==> src/rtl/waveform_bank_ctrl_pkg.sv <==
// rtl/waveform_bank_ctrl_pkg.sv - shared types and defaults for the waveform bank controller
//
// Purpose: FSM state encoding and default geometry shared by the controller
//          and its sub-modules.
// Ports:   none (package).
package waveform_bank_ctrl_pkg;

  typedef enum logic [1:0] {
    ST_IDLE   = 2'd0,
    ST_LOAD   = 2'd1,
    ST_VERIFY = 2'd2,
    ST_ARMED  = 2'd3
  } state_e;

  localparam int unsigned DEFAULT_ADDR_W      = 11;
  localparam int unsigned DEFAULT_SYNC_STAGES = 2;

endpackage

==> src/rtl/waveform_bank_ctrl_toggle_sync.sv <==
// rtl/waveform_bank_ctrl_toggle_sync.sv - toggle synchronizer with edge-detect pulse
//
// Purpose: brings a foreign-domain toggle into pipe_clk through a flop chain and
//          turns every toggle edge into a single-cycle pulse.
// Ports:
//   pipe_clk  in   destination clock
//   reset     in   synchronous, active-high
//   tgl_i     in   asynchronous toggle
//   pulse_o   out  1-cycle pulse per toggle edge
module waveform_bank_ctrl_toggle_sync
  import waveform_bank_ctrl_pkg::*;
#(
  parameter int SYNC_STAGES = DEFAULT_SYNC_STAGES
) (
  input  logic pipe_clk,
  input  logic reset,
  input  logic tgl_i,
  output logic pulse_o
);

  logic [SYNC_STAGES-1:0] sync_q;
  logic                   prev_q;

  always_ff @(posedge pipe_clk) begin
    if (reset) begin
      sync_q <= '0;
      prev_q <= 1'b0;
    end else begin
      sync_q <= {sync_q[SYNC_STAGES-2:0], tgl_i};
      prev_q <= sync_q[SYNC_STAGES-1];
    end
  end

  // Any difference between the synchronized level and its previous sample is one edge.
  assign pulse_o = sync_q[SYNC_STAGES-1] ^ prev_q;

endmodule

==> src/rtl/waveform_bank_ctrl.sv <==
// rtl/waveform_bank_ctrl.sv - double-buffered waveform BRAM bank sequencer
//
// Purpose: host loads/verifies the shadow bank over the pipe while playback reads
//          the active bank; a commit swaps banks only at a playback wrap.
// Ports:
//   pipe_clk          in   host pipe clock
//   reset             in   synchronous, active-high
//   start_load_i      in   pulse: load shadow bank from word 0
//   start_verify_i    in   pulse: read shadow bank back from word 0
//   commit_i          in   pulse: request bank swap at next wrap
//   pipe_in_write_i   in   pipe write strobe
//   pipe_out_read_i   in   pipe read strobe
//   pop_wrap_tgl_i    in   pop_clk toggle, flips on each playback wrap
//   bram_addra_o      out  {shadow_bank, word_addr} to BRAM port A
//   bram_wea_o        out  gated BRAM port A write enable
//   active_bank_o     out  bank being played back
//   load_count_o      out  words accepted in current load
//   full_o            out  shadow bank completely loaded
//   overflow_o        out  sticky: write attempted while full
//   swap_done_o       out  1-cycle pulse when active_bank flips
//   state_o           out  current FSM state
module waveform_bank_ctrl
  import waveform_bank_ctrl_pkg::*;
#(
  parameter int ADDR_W      = DEFAULT_ADDR_W,
  parameter int SYNC_STAGES = DEFAULT_SYNC_STAGES
) (
  input  logic              pipe_clk,
  input  logic              reset,
  input  logic              start_load_i,
  input  logic              start_verify_i,
  input  logic              commit_i,
  input  logic              pipe_in_write_i,
  input  logic              pipe_out_read_i,
  input  logic              pop_wrap_tgl_i,
  output logic [ADDR_W:0]   bram_addra_o,
  output logic              bram_wea_o,
  output logic              active_bank_o,
  output logic [ADDR_W:0]   load_count_o,
  output logic              full_o,
  output logic              overflow_o,
  output logic              swap_done_o,
  output logic [1:0]        state_o
);

  localparam logic [ADDR_W:0] FULL_COUNT = {1'b1, {ADDR_W{1'b0}}};

  state_e              state_q, state_d;
  logic [ADDR_W-1:0]   word_addr_q, word_addr_d;
  logic [ADDR_W:0]     load_count_q, load_count_d;
  logic                overflow_q, overflow_d;
  logic                active_bank_q, active_bank_d;
  logic                swap_done_q, swap_done_d;
  logic                wea;
  logic                full;
  logic                wrap_pulse;

  waveform_bank_ctrl_toggle_sync #(
    .SYNC_STAGES(SYNC_STAGES)
  ) u_wrap_sync (
    .pipe_clk(pipe_clk),
    .reset   (reset),
    .tgl_i   (pop_wrap_tgl_i),
    .pulse_o (wrap_pulse)
  );

  assign full = (load_count_q == FULL_COUNT);

  always_ff @(posedge pipe_clk) begin
    if (reset) begin
      state_q       <= ST_IDLE;
      word_addr_q   <= '0;
      load_count_q  <= '0;
      overflow_q    <= 1'b0;
      active_bank_q <= 1'b0;
      swap_done_q   <= 1'b0;
    end else begin
      state_q       <= state_d;
      word_addr_q   <= word_addr_d;
      load_count_q  <= load_count_d;
      overflow_q    <= overflow_d;
      active_bank_q <= active_bank_d;
      swap_done_q   <= swap_done_d;
    end
  end

  always_comb begin
    state_d       = state_q;
    word_addr_d   = word_addr_q;
    load_count_d  = load_count_q;
    overflow_d    = overflow_q;
    active_bank_d = active_bank_q;
    swap_done_d   = 1'b0;
    wea           = 1'b0;

    case (state_q)
      ST_IDLE: begin
        if (start_load_i) begin
          state_d      = ST_LOAD;
          word_addr_d  = '0;
          load_count_d = '0;
          overflow_d   = 1'b0;
        end else if (start_verify_i) begin
          state_d     = ST_VERIFY;
          word_addr_d = '0;
        end else if (commit_i) begin
          state_d = ST_ARMED;
        end
      end

      ST_LOAD: begin
        // Write lands in BRAM this cycle; counters advance at the next edge.
        wea = pipe_in_write_i & ~full;
        if (wea) begin
          word_addr_d  = word_addr_q + ADDR_W'(1);
          load_count_d = load_count_q + (ADDR_W+1)'(1);
        end
        if (pipe_in_write_i && full) begin
          overflow_d = 1'b1;
        end
        // Transitions override the counter update; a commit keeps the final write.
        if (start_load_i) begin
          word_addr_d  = '0;
          load_count_d = '0;
          overflow_d   = 1'b0;
        end else if (start_verify_i) begin
          state_d     = ST_VERIFY;
          word_addr_d = '0;
        end else if (commit_i) begin
          state_d = ST_ARMED;
        end
      end

      ST_VERIFY: begin
        if (pipe_out_read_i) begin
          word_addr_d = word_addr_q + ADDR_W'(1);
        end
        if (start_load_i) begin
          state_d      = ST_LOAD;
          word_addr_d  = '0;
          load_count_d = '0;
          overflow_d   = 1'b0;
        end else if (start_verify_i) begin
          word_addr_d = '0;
        end else if (commit_i) begin
          state_d = ST_ARMED;
        end
      end

      ST_ARMED: begin
        // Only wraps seen while already armed count, so playback never swaps mid-period.
        if (start_load_i) begin
          state_d      = ST_LOAD;
          word_addr_d  = '0;
          load_count_d = '0;
          overflow_d   = 1'b0;
        end else if (wrap_pulse) begin
          active_bank_d = ~active_bank_q;
          swap_done_d   = 1'b1;
          state_d       = ST_IDLE;
        end
      end

      default: state_d = ST_IDLE;
    endcase
  end

  assign bram_addra_o  = {~active_bank_q, word_addr_q};
  assign bram_wea_o    = wea;
  assign active_bank_o = active_bank_q;
  assign load_count_o  = load_count_q;
  assign full_o        = full;
  assign overflow_o    = overflow_q;
  assign swap_done_o   = swap_done_q;
  assign state_o       = state_q;

endmodule

==> config.mk <==
export PLATFORM = sky130hd
export DESIGN_NAME = waveform_bank_ctrl
export DESIGN_NICKNAME = d
export VERILOG_FILES = /design/src/rtl/waveform_bank_ctrl_pkg.sv /design/src/rtl/waveform_bank_ctrl_toggle_sync.sv /design/src/rtl/waveform_bank_ctrl.sv
export SDC_FILE = /design/constraint.sdc
export NUM_CORES = 1
export LEC_CHECK = 0
export CORE_UTILIZATION = 25
export CTS_BUF_LIST = sky130_fd_sc_hd__clkbuf_8
export DETAILED_ROUTE_END_ITERATION = 10
export GPL_TIMING_DRIVEN = 1
export HOLD_SLACK_MARGIN = 0.02
export PLACE_DENSITY_LB_ADDON = 0.2
export SLEW_MARGIN = 20
export SYNTH_ARGS = -nofsm -noshare
export SYNTH_HDL_FRONTEND = slang
export SYNTH_HIERARCHICAL = 1
export SYNTH_SLANG_ARGS = --single-unit
export TNS_END_PERCENT = 10
==> constraint.sdc <==
create_clock -name pipe_clk -period 5.3 [get_ports pipe_clk]
set_input_delay 1.59 -clock pipe_clk [delete_from_list [all_inputs] [get_ports pipe_clk]]
set_output_delay 1.59 -clock pipe_clk [all_outputs]
set_load 0.01 [all_outputs]
---- Yosys cells after proc, flatten, opt, wreduce, memory -nomap -nowiden ----
Cells that the tools add are included.
storage, ports and cells
  ROM bits ................................ 0
  bits in writable memories ............... 0
  register bits after elaboration ......... 31
  memories kept ........................... 0
  latch bits .............................. 0
operators by class
  div/mod/pow operators ................... 0
  magnitude comparators ................... 0
  shifts and indexed selects .............. 0
  bitwise logic cells ..................... 6
  reduce and logical (&&, ||, !) cells .... 9
  equal/unequal tests ..................... 14
  $mul .................................... 0
  multiplexer cells ....................... 29
  add/subtract/negate cells ............... 2
operators by type and width
  kind                     count
  $mux W11                 9
  $pmux W11 S4             1
  $mux W12                 3
  $pmux W12 S2             1
  $mux W2                  8
  $add A12 B1 Y12 const B  1
  $eq A12 B12 Y1 const B   1
  $ne A3 B3 Y1 const B     4
  $add A11 B1 Y11 const B  1
  $ne A4 B4 Y1 const B     2
  $pmux W2 S4              1
  $reduce_and A3 Y1        2
  $reduce_or A3 Y1         2
  $mux W1                  5
  $eq A2 B2 Y1 const B     2
  $ne A2 B2 Y1 const B     2
  $not A1 Y1               4
  $reduce_and A2 Y1        2
  $reduce_and A4 Y1        1
  $ne A3 B2 Y1 const B     1
  $eq A2 B1 Y1 const B     1
  $logic_not A2 Y1         1
  $ne A2 B1 Y1 const B     1
  $pmux W1 S2              1
  other kinds (3)          3

---- Longest topological paths before layout ----
Gate-level depths: netlist (run 1).
  depth in word-level cells ............... 7
  depth in mapped cells ................... 8
  mapped depth without buffers ............ 7

---- Modules after synthesis ----
The synthesis (run 1) kept the hierarchy.
by module, submodules not included
  module                          seq. area each (um^2)  cells each  instances  area each (um^2)
  waveform_bank_ctrl              560.5                  195         1          1590.3
  waveform_bank_ctrl_toggle_sync  60.1                   7           1          87.6

---- Least setup slack after synthesis (run 1) ----
OpenSTA, ideal clock, no wires.
  path kind ............................... input port to output port
  start point ............................. in pipe_in_write_i
  end point ............................... out bram_wea_o
  stages on the path ...................... 2
  path slack .............................. 1.788 ns
  path buffers ............................ 0
  arrival ................................. 1.922 ns
  required time ........................... 3.710 ns
  cells stage by stage .................... inv_1 nor3_1
on the way
  longest elaborated chain between the ends .. 2
ends and longest elaborated chain
  element             line                       RTL
  start: declaration  waveform_bank_ctrl.sv:33   input logic pipe_in_write_i,
  $and A1 B1 Y1       waveform_bank_ctrl.sv:113  wea = pipe_in_write_i & ~full;
  $mux W1             waveform_bank_ctrl.sv:96   case (state_q)
  end: declaration    waveform_bank_ctrl.sv:37   output logic bram_wea_o,
Every way passes these cells.

---- Worst setup path after layout (run 1) ----
Same ends and word-level chain as after synthesis.

==> run metrics, run 1 <==
core area=6422 um2; first-pass GRT wire length=7617 um; Leakage=0.7746 nW; Levels on crit path=4; die width=83.93 um; FF-to-FF Start=state_o[0]; Seq/Total Area, Yosys=0.3699; Tightest Pin Transition=955.1 ps; status=complete, but fails checks; Slew Limit Fails=0; drt total wl=4560 um; Root Buffer=clkbuf_8; post-cts resize count=0; CTS tree=built; initial antenna violation count=0; crit path to=bram_wea_o; detailed placer's ending HPWL=3266 um; drt pass-1 iters=7; Setup TNS Final=0 ps; critical path startpoint=pipe_in_write_i; number of global-route vias before repair=1538; Main synth FF type=dfxtp_1; min Tclk post-route=4491 ps; slowest stage cell, crit path=clkdlybuf4s50_1; DRT iter0 DRCs=70; final hold viol count=0; Final nets=261; Startpoint Class=input port; flop2flop setup slack=2600 ps; Largest stage delay, worst path=550 ps; flops & latches, synth=31; number of diodes=0; crit-path leading delay family=buffers and inverters; Core Rows=29; max_cap viols=0; synth top area cells=dfxtp_1, ha_1, nor2_1; die height=83.93 um; Boundary Pins=39; Worst-Skew Late Latency=290 ps; full die area=7043 um2; commonest non-fill, non-tap cell in the layout=clkdlybuf4s50_1; class of the worst hold path=reg2reg; Final Setup Violations=0; critical path class=in2out; Num CTS Buffers=5; cell area after synthesis=1678 um2; Peak Freq=222.7 MHz; initial core utilization=0.2613; Synth area leader=dfxtp_1; share of layout cells above drive strength 1=0.04898; violated checks=design-rule violations; vias=1633; CP cell instances=clkdlybuf4s50_1 -> inv_1 -> nor3_1 -> clkdlybuf4s50_1; number of remaining DRC errors=3; number of synthesized flops with an enable pin=0; Critical Path RT=3710 ps; largest net degree at the start of global routing=17; CP Max Fanout=3; post-synth top area share=0.3699; total gr overflow=0; Ys Warns=6; Cells after Synth=202; Final ANT Viol Nets=0; highest-count cells in the layout ignoring fill and taps=clkdlybuf4s50_1, dfxtp_1, nor2_1; setup bufs post-CTS=0; crit-path most repeated cell=clkdlybuf4s50_1; ys async rst share=0; pwr dens=249.8 nW/um2; # hold bufs at CTS=0; Clock Skew=14.48 ps; syn avg cell area=8.306 um2; Fin Hold WS=438.5 ps; Mapped Nets=219; critical path buffer and inverter count=3; Distinct cells, synth=40; Avg WL per Cell=14.16 um; Critical Path AT=2900 ps; synthesis-to-layout area growth=32.81%; Max rail drop VDD=0.1190 mV; RSZ-0062 raised after global routing=no; Slew headroom=0.3468; CTS max path bufs=2; Worst R2R Path Depth=7; vias per cell=5.071; clock sink count=31; RR Endpoint=word_addr_q[5]; Port-buffer cells=38; H-tree depth=2; Worst-path clk slew=60 ps; gpl congestion=0.7748; total track usage=0.1372; Final Cycle Share=0.8473; crit end category=output port
## final cells by class
| cell class | count | area [um2] |
|---|---|---|
| fill | 675 | 4194 |
| multi-input combinational | 158 | 1008 |
| sequential | 31 | 620.6 |
| timing repair buffer | 39 | 387.9 |
| tap | 77 | 96.34 |
| clock buffer | 5 | 68.82 |
| inverter | 9 | 33.78 |
| clock inverter | 3 | 12.51 |
## worst min path at each step
stage | start | endpoint | slack [ps] | depth (start not counted)
after global routing | u_wrap_sync/sync_q[0] | u_wrap_sync/sync_q[1] | 460 | 1
final | u_wrap_sync/sync_q[0] | u_wrap_sync/sync_q[1] | 440 | 1
after floorplan | u_wrap_sync/sync_q[0] | u_wrap_sync/sync_q[1] | 410 | 1
after global placement | u_wrap_sync/sync_q[0] | u_wrap_sync/sync_q[1] | 420 | 1
after detailed placement | u_wrap_sync/sync_q[0] | u_wrap_sync/sync_q[1] | 430 | 1
after CTS | u_wrap_sync/sync_q[0] | u_wrap_sync/sync_q[1] | 440 | 1
## worst register-to-register path, stage by stage, from the launching register on
cell,delay (ps)
dfxtp_1,460
inv_1,130
ha_1,280
nor2b_1,170
a2111oi_0,820
a21oi_1,200
o311ai_0,380
o41ai_1,130
## power by group
part	switching (mW)	internal (mW)	total, mW
combinational	0.0751	0.0533	0.128
clock	0.0913	0.0883	0.180
sequential	0.00894	0.240	0.249
## through the flow
stage               area [um2]  total power, mW  cells  setup WS, ps    util
CTS                       2228           0.5630    322         804.7  0.3470
global route              2228           0.5953    322         783.7  0.3470
global placement          2147           0.3814    314         801.3  0.3343
floorplan                 1678           0.3360    202          1788       -
detailed placement        2147           0.3813    314         811.3  0.3343
finish                    2228           0.5565    322         809.4  0.3470
## cells by family after synthesis
| group | Yosys count | share of synthesized area |
|---|---|---|
| muxes | 1 | 0.005966 |
| adders and majority gates | 9 | 0.06712 |
| DFF | 31 | 0.3699 |
| AOI/OAI and AO/OA | 54 | 0.2118 |
| buffers and inverters | 13 | 0.02908 |
| xor gates and xnor gates | 7 | 0.03654 |
| and+or+nand+nor | 87 | 0.2796 |
## cell usage after synthesis (2+ instances only)
cell      count
o41ai_1       3
and3_1        3
a211oi_1      3
nor3_1        4
nor2_1       23
or3_1         4
a31oi_1       5
nand3_1       8
nand4b_1      3
nor2b_1       7
o31ai_1       7
xor2_1        4
nor3b_1       2
clkbuf_1      4
a21oi_1      14
xnor2_1       3
inv_1         9
nand4_1       4
ha_1          9
nor4_1        2
or4_1         2
dfxtp_1      31
nand2_1      14
nand2b_1      5
o21ai_0      13
o21ai_1       2
## sequential cells by signal, summed over array words and instances, names as in the netlist
| name | cells |
|---|---|
| load_count_o | 12 |
| word_addr_q | 11 |
| state_o | 2 |
| u_wrap_sync/sync_q | 2 |
| active_bank_o | 1 |
| overflow_o | 1 |
| swap_done_o | 1 |
| u_wrap_sync/prev_q | 1 |
## per-layer routing
metal / up-vias / wire, um / track usage
li1: 826 / - / -
met1: 771 / 2249 / 0.1785
met2: 34 / 2108 / 0.2168
met3: 2 / 175 / 0.03264
met4: 0 / 27 / 0.05643
met5: - / 0 / 0
No activity file was read; power rests on OpenSTA's default activity.
==> run 2, diff against run 1 <==
==> constraint.sdc (replaced) <==
create_clock -name pipe_clk -period 4.5 [get_ports pipe_clk]
set_input_delay 1.35 -clock pipe_clk [delete_from_list [all_inputs] [get_ports pipe_clk]]
set_output_delay 1.35 -clock pipe_clk [all_outputs]
set_load 0.01 [all_outputs]
==> run 2 against run 1 <==
Effect of this change: the run still ends with design-rule violations left; die area is the same; clock-buffer cell count grew 1; power grew 33%; routed wire length is essentially flat; final cell count grew 0.62%; clock power grew 62%; clock skew shrank 7.9 ps; sequential cell count is the same; critical endpoint unchanged; largest cell class unchanged; largest power group unchanged.
==> run metrics, run 2 (synthesized netlist as in run 1, its figures left out) <==
Final Setup Violations=0; vias per cell=5.015; share of layout cells above drive strength 1=0.06478; Root Buffer=clkbuf_8; Design Area, Final=2280 um2; Slew headroom=0.5987; die width=83.93 um; fin worst setup slack=460.0 ps; Critical Path AT=2690 ps; pwr dens=325.2 nW/um2; FF/Latch Area=620.6 um2; drt total wl=4559 um; CP cell instances=clkdlybuf4s50_1 -> inv_1 -> nor3_1 -> clkdlybuf4s50_1; Largest register FFs=12; Final nets=263; CTS max path bufs=2; H-tree depth=2; Avg WL per Cell=14.07 um; min Tclk post-route=4040 ps; number of diodes=0; Critical Path RT=3150 ps; class of the worst hold path=reg2reg; CTS tree=built; gpl congestion=0.7748; Clock Skew=6.539 ps; vias=1625; RSZ-0062 raised after global routing=no; setup bufs post-CTS=0; total track usage=0.1361; multi-input logic area=1008 um2; crit end category=output port; pre-CTS setup slack=461.4 ps; Boundary Pins=39; crit-path most repeated cell=clkdlybuf4s50_1; detailed placer's ending HPWL=3301 um; FILL cells=669; Fin Hold WS=440.1 ps; Worst-Skew Late Latency=290 ps; DRT iter0 DRCs=74; DP Area=2162 um2; initial core utilization=0.2613; drt pass-1 iters=7; largest net degree at the start of global routing=13; critical path class=in2out; # hold bufs at CTS=0; clock sink count=31; Slew Limit Fails=0; first-pass GRT wire length=7596 um; synthesis-to-layout area growth=35.87%; violated checks=design-rule violations; final hold viol count=0; full die area=7043 um2; commonest non-fill, non-tap cell in the layout=clkdlybuf4s50_1; total gr overflow=0; Final Cycle Share=0.8978; Port-buffer cells=38; Startpoint Class=input port; Max rail drop VDD=0.1973 mV; number of remaining DRC errors=4; Leakage=0.7951 nW; core area=6422 um2; Final Util=0.3550; Tightest Pin Transition=596.8 ps; status=complete, but fails checks; Final ANT Viol Nets=0; initial antenna violation count=0; Setup TNS Final=0 ps; Num CTS Buffers=5; Peak Freq=247.5 MHz; max_cap viols=0; number of global-route vias before repair=1634; Largest stage delay, worst path=560 ps; Worst-path clk slew=70 ps; slowest stage cell, crit path=clkdlybuf4s50_1; CP Max Fanout=3; die height=83.93 um; post-cts resize count=0; highest-count cells in the layout ignoring fill and taps=clkdlybuf4s50_1, dfxtp_1, nor2_1; Core Rows=29
-- run 2: cell types whose count changed in the layout (fill, tap and decap cells not counted) --
| cell | before | now |
|---|---|---|
| bufinv_16 | 0 | 1 |
| inv_1 | 11 | 9 |
| clkbuf_8 | 5 | 6 |
| buf_4 | 1 | 3 |
-- run 2: final cells by class --
cell class,instances,share of cell area
inverter,9,0.01482
clock buffer,6,0.03622
clock inverter,2,0.01537
sequential,31,0.2722
multi-input combinational,158,0.4424
tap,77,0.04226
timing repair buffer,41,0.1767
-- run 2: layer usage --
layer  global-route usage  share of wire  vias to the layer above
met5                    0              0                        -
met4              0.05172          0.013                        0
met3              0.03066          0.030                        7
met2               0.2131           0.45                       27
met1               0.1812           0.51                      763
li1                     -              -                      828
-- run 2: final timing paths --
| kind | from | to | slack (ps) | depth (start not counted) |
|---|---|---|---|---|
| setup / recovery | pipe_in_write_i | bram_wea_o | 460 | 4 |
| hold / removal | u_wrap_sync/sync_q[0] | u_wrap_sync/sync_q[1] | 440 | 1 |
| setup reg to reg | load_count_o[0] | word_addr_q[2] | 1930 | 7 |
| hold reg to reg | u_wrap_sync/sync_q[0] | u_wrap_sync/sync_q[1] | 440 | 1 |
-- run 2: through the flow --
stage | instances | power (mW)
global route | 324 | 0.7806
global placement | 316 | 0.4553
floorplan | 202 | 0.3957
detailed placement | 316 | 0.4555
CTS | 324 | 0.7515
finish | 324 | 0.7413
-- run 2: worst max-delay path, delay by kind of cell --
family	cells	cell delay (ps)
buffers and inverters	3	1170
AND/OR/NAND/NOR	1	170
-- run 2: power breakdown --
| group | internal (mW) | total (mW) | switching, mW |
|---|---|---|---|
| logic | 0.0678 | 0.157 | 0.0892 |
| registers | 0.282 | 0.293 | 0.0104 |
| clock network | 0.179 | 0.292 | 0.112 |
